## src/rtl/reg_dump_reader.sv

```systemverilog
// Debug read-out engine: walks the selected registers over the SR1 read port
// and streams (index, value) pairs out through a valid/ready interface.
`timescale 1ns/1ps
module reg_dump_reader #(
  parameter int unsigned NUM_REGS = 8,
  parameter int unsigned IDX_W    = 3,
  parameter int unsigned WIDTH    = 16
) (
  input  logic                Clk,
  input  logic                Reset,
  input  logic                START,
  input  logic [NUM_REGS-1:0] MASK,
  input  logic                ABORT,
  output logic [IDX_W-1:0]    SR_SEL,
  input  logic [WIDTH-1:0]    SR_DATA,
  output logic [WIDTH-1:0]    DOUT,
  output logic [IDX_W-1:0]    DOUT_IDX,
  output logic                DOUT_VALID,
  input  logic                DOUT_READY,
  output logic                BUSY,
  output logic                DONE
);

  typedef enum logic [1:0] {
    IDLE,
    FETCH,
    SEND,
    FIN
  } state_t;

  state_t              state_q, state_d;
  logic [NUM_REGS-1:0] mask_q, mask_d;
  logic [IDX_W-1:0]    idx_q, idx_d;
  logic [IDX_W-1:0]    sr_sel_q, sr_sel_d;
  logic [IDX_W-1:0]    dout_idx_q, dout_idx_d;
  logic [WIDTH-1:0]    dout_q, dout_d;
  logic                dout_valid_q, dout_valid_d;
  logic                busy_q, busy_d;
  logic                done_q, done_d;
  logic [IDX_W:0]      first_hit, next_hit;

  // Returns {found, index} of the lowest set bit of m at or above position lo;
  // the search stops at NUM_REGS-1, so a dump never wraps back to R0.
  function automatic logic [IDX_W:0] find_set(input logic [NUM_REGS-1:0] m,
                                               input int unsigned lo);
    logic [IDX_W:0] r;
    r = '0;
    for (int unsigned i = 0; i < NUM_REGS; i++) begin
      if (!r[IDX_W] && (i >= lo) && m[i]) begin
        r = {1'b1, IDX_W'(i)};
      end
    end
    return r;
  endfunction

  assign first_hit = find_set(MASK, 32'd0);
  assign next_hit  = find_set(mask_q, 32'(idx_q) + 32'd1);

  always_comb begin
    state_d    = state_q;
    mask_d     = mask_q;
    idx_d      = idx_q;
    dout_d     = dout_q;
    dout_idx_d = dout_idx_q;

    case (state_q)
      IDLE: begin
        if (START && !ABORT) begin
          mask_d = MASK;
          if (first_hit[IDX_W]) begin
            idx_d   = first_hit[IDX_W-1:0];
            state_d = FETCH;
          end else begin
            state_d = FIN;
          end
        end
      end
      FETCH: begin
        dout_d     = SR_DATA;
        dout_idx_d = idx_q;
        state_d    = SEND;
      end
      SEND: begin
        if (dout_valid_q && DOUT_READY) begin
          if (next_hit[IDX_W]) begin
            idx_d   = next_hit[IDX_W-1:0];
            state_d = FETCH;
          end else begin
            state_d = FIN;
          end
        end
      end
      FIN: begin
        state_d = IDLE;
      end
      default: begin
        state_d = IDLE;
      end
    endcase

    // Abort wins over everything once a dump is running; the output word keeps
    // its previous value rather than capturing an unfinished fetch.
    if (ABORT && (state_q != IDLE)) begin
      state_d    = IDLE;
      dout_d     = dout_q;
      dout_idx_d = dout_idx_q;
    end

    busy_d       = (state_d != IDLE);
    dout_valid_d = (state_d == SEND);
    done_d       = (state_d == FIN);
    sr_sel_d     = ((state_d == FETCH) || (state_d == SEND)) ? idx_d : '0;
  end

  always_ff @(posedge Clk or posedge Reset) begin
    if (Reset) begin
      state_q      <= IDLE;
      mask_q       <= '0;
      idx_q        <= '0;
      sr_sel_q     <= '0;
      dout_q       <= '0;
      dout_idx_q   <= '0;
      dout_valid_q <= 1'b0;
      busy_q       <= 1'b0;
      done_q       <= 1'b0;
    end else begin
      state_q      <= state_d;
      mask_q       <= mask_d;
      idx_q        <= idx_d;
      sr_sel_q     <= sr_sel_d;
      dout_q       <= dout_d;
      dout_idx_q   <= dout_idx_d;
      dout_valid_q <= dout_valid_d;
      busy_q       <= busy_d;
      done_q       <= done_d;
    end
  end

  assign SR_SEL     = sr_sel_q;
  assign DOUT       = dout_q;
  assign DOUT_IDX   = dout_idx_q;
  assign DOUT_VALID = dout_valid_q;
  assign BUSY       = busy_q;
  assign DONE       = done_q;

endmodule

```

## config.mk

```make
export PLATFORM = sky130hd
export DESIGN_NAME = reg_dump_reader
export DESIGN_NICKNAME = d
export VERILOG_FILES = /design/src/rtl/reg_dump_reader.sv
export SDC_FILE = /design/constraint.sdc
export NUM_CORES = 1
export LEC_CHECK = 0
export ABC_AREA = 1
export BUFFER_PORTS_ARGS = -buffer_cell sky130_fd_sc_hd__buf_2
export CELL_PAD_IN_SITES_DETAIL_PLACEMENT = 0
export CELL_PAD_IN_SITES_GLOBAL_PLACEMENT = 1
export CORE_ASPECT_RATIO = 1.5
export CORE_MARGIN = 2
export CORE_UTILIZATION = 38
export DETAILED_ROUTE_END_ITERATION = 10
export PLACE_DENSITY = 0.84
export REMOVE_ABC_BUFFERS = 1
export SETUP_SLACK_MARGIN = 0.1
export SLEW_MARGIN = 20
export SYNTH_ARGS = -nofsm -noshare
export SYNTH_HDL_FRONTEND = slang
export SYNTH_SLANG_ARGS = --single-unit
```

## constraint.sdc

```tcl
create_clock -name Clk -period 2.8 [get_ports Clk]
set_input_delay 0.42 -clock Clk [delete_from_list [all_inputs] [get_ports Clk]]
set_output_delay 0.42 -clock Clk [all_outputs]
set_load 0.02 [all_outputs]
```

==> impl_results.md <==
- Sequential power share: 0.405
- PostCTS Resize Cnt: 0
- RR Startpoint: idx_q[0]
- Setup slack, reg-to-reg: 0.38 ns
- Top-count cell post-synth: nand2_1
- Critical path launch point type: register
- Fin Setup TNS: 0 ns
- Post-Syn Instances: 202
- Area contributors post-synth: dfrtp_1 50%, mux2_2 9.5%, nand2_1 8.9%
- Height of the die: 90.59 um
- Per-cell routed wire length: between 10 and 15 um
- Dpl hpwl: between 3 and 4 mm
- Clock Pin Slew Worst Setup and Hold Paths: 0.07 ns
- Vias in the first global route: 1579
- P&R area growth vs syn: 23.65%
- Placer Congestion: 0.7821
- TritonCTS clock tree: done
- Die area: 0.005591 sq mm
- CTS Buffer Depth: 2
- Crit-path max FO: 6
- Via density: 4.763
- Total Routed Length: 4.168 mm
- Crit. End Element: register
- Fmax: 0.4129 GHz
- Final period util: 0.8649
- Global route overflow: 0
- Status: finished, final reports clean
- Worst Max-Slew Pin Slew: 0.8771 ns
- Ports: 54
- Setup violations, final: 0
- DRT iter0 DRCs: 38
- Max Cap Viol: 0
- Clock root buffer: clkbuf_8
- Core area: 0.004810 sq mm
- Leakage: 1.260 nW
- Final min period: about 2.4 ns
- Yosys reg bits: 38
- Initial Util: 0.3949
- Global Route Usage Sum: 0.1681
- Hold_buf cts: 0
- Die width: 61.73 um
- IO Port Bufs: 53
- Finished Layout Cells: 329
- First-pass DRT Iterations: 4
- Post-synth top cells: 45 x nand2_1, 38 x dfrtp_1, 24 x inv_1
- Mapped Area: 0.001899 sq mm
- Htree depth: 2
- Average size of a mapped cell: 9.403 sq um
- Nets: 298
- Synth cell types: 27
- Worst R2R Path Depth: 15
- Vias: 1567
- DRC viols: 0
- Unrepaired setup endpoints after global routing: false
- Switching part of the total: 0.3918
- Worst Setup SP: idx_q[0]
- DP Area: 0.002257 sq mm
- Skew final: 0.004025 ns
- Pins Over Slew Limit: 0
- Sequential share of the synthesized area: 0.5007
- CP Capture Point: SR_SEL[1]
- Fin area: 0.002349 sq mm
- Std cell rows: 31
- YS warnings: 0
- CTS sink cnt: 38
- Yosys top cell by area: dfrtp_1
- First-pass GRT wire length: slightly below 7 mm
- Fillers: about 500
- N_diodes: 0
- Fin util: 0.4883
- Sw Pwr: 0.7824 mW
- WP data required: 2.97 ns
- Power Density: ~850 mW/mm^2
- EDFF count, synth: 0
- Pin count of the biggest net entering global routing: 21
- Post-CTS Setup Bufs: 0
- Clk Latency, worst-skew pair: 0.29 ns
- Gate power share: 0.402
- Asr flop ratio synth: 1.000
- CTS buffer count: 5
- Clock power frac: 0.193
- Main synth FF type: dfrtp_1
- Worst slew margin: 0.4137
- Reg-to-reg endpoint: SR_SEL[1]
- VDD IR max: 570.0 uV
- Type of the worst setup path: register to register
- Hold Violations, Final: 0
- HP Class: input port to async pin
- Internal: 1.214 mW
- Synth top area share: 0.5007
- Initial antenna violation count: 0
- Share of layout cells above drive strength 1: 0.3536
- Remaining antenna violation count: 0
- Placed instance count: 321
- WP data arrival: 2.59 ns
kinds of logic after synthesis:
family                   count (synthesis)  share of synthesized area
flip-flops                              38                     0.5007
multiplexers                            16                    0.09486
AO/OA/AOI/OAI                           34                     0.1041
AND/OR/NAND/NOR                         77                     0.1943
adder cells (fa/ha/maj)                  7                    0.04611
buffers and inverters                   30                    0.05995
flip-flops by register name, indices dropped and copies added, names as in the netlist:
name        count
idx_q           3
DOUT           16
SR_SEL          3
DOUT_VALID      1
BUSY            1
mask_q          8
DONE            1
DOUT_IDX        3
state_q         2
how the worst min path moves through the flow:
stage / start / end
5_1_grt: Reset / DOUT_VALID
3_3_place_gp: DOUT_IDX[2] / DOUT_IDX[2]
6_report: Reset / DOUT[11]
4_1_cts: Reset / DOUT[11]
3_5_place_dp: DOUT_IDX[1] / DOUT_IDX[1]
2_1_floorplan: mask_q[1] / mask_q[1]
stage by stage:
step	setup slack, ns	total power, mW	hold slack (ns)
finish	0.3783	1.997	0.1489
global route	0.1281	2.131	0.2096
CTS	0.3607	2.020	0.1664
detailed placement	0.3832	1.633	0.4743
global placement	0.4574	1.619	0.4720
floorplan	0.6174	1.379	0.4534
power groups by stage:
| stage | Combinational (mW) | Sequential, mW | Clock [mW] |
|---|---|---|---|
| 2_1_floorplan | 0.425 | 0.955 | 0 |
| 3_3_place_gp | 0.805 | 0.814 | 0 |
| 3_5_place_dp | 0.815 | 0.819 | 0 |
| 4_1_cts | 0.816 | 0.811 | 0.393 |
| 5_1_grt | 0.888 | 0.831 | 0.412 |
| 6_report | 0.803 | 0.808 | 0.385 |
routing by layer:
| metal | share of wire | global-route usage | vias to the layer above |
|---|---|---|---|
| met4 | 0.019 | 0.07624 | 0 |
| met1 | 0.37 | 0.1765 | 733 |
| li1 | - | - | 779 |
| met5 | 0 | 0 | - |
| met3 | 0.049 | 0.03295 | 9 |
| met2 | 0.56 | 0.3018 | 46 |
worst max-delay path: stages (launching register included):
cell	delay [ns]
dfrtp_1	0.45
inv_1	0.12
ha_1	0.31
nand2_1	0.08
nand2_1	0.07
inv_1	0.05
nand2_1	0.10
o21ai_4	0.19
nand4_4	0.12
nor2_2	0.11
nor2_2	0.06
nor2_1	0.11
o21ai_2	0.08
ha_1	0.29
inv_1	0.10
a21oi_1	0.05
placed cells by master, fill, tap and decap left out:
master / count
a21oi_1: 12
a22oi_1: 3
a31oi_1: 1
buf_2: 53
buf_4: 3
clkbuf_1: 1
clkbuf_8: 6
clkinv_1: 1
clkinv_2: 1
dfrtp_1: 38
ha_1: 7
inv_1: 24
inv_2: 2
mux2_2: 16
nand2_1: 45
nand2_2: 2
nand3_1: 9
nand3_2: 3
nand3b_1: 2
nand4_1: 1
nand4_4: 1
nor2_1: 9
nor2_2: 3
nor2_4: 1
nor4_1: 1
o21ai_0: 14
o21ai_2: 1
o21ai_4: 1
o21bai_1: 1
o22ai_1: 1
area by class of cell:
class / count / area (sq um) / share of cell area
clock buffer: 7 / 86.33 / 0.03676
clock inverter: 1 / 5.005 / 0.002131
inverter: 27 / 101.3 / 0.04315
multi-input combinational: 134 / 834.6 / 0.3554
sequential: 38 / 950.9 / 0.4049
tap: 66 / 82.58 / 0.03516
timing repair buffer: 56 / 287.8 / 0.1225
Power figures use the tool's default switching activity.
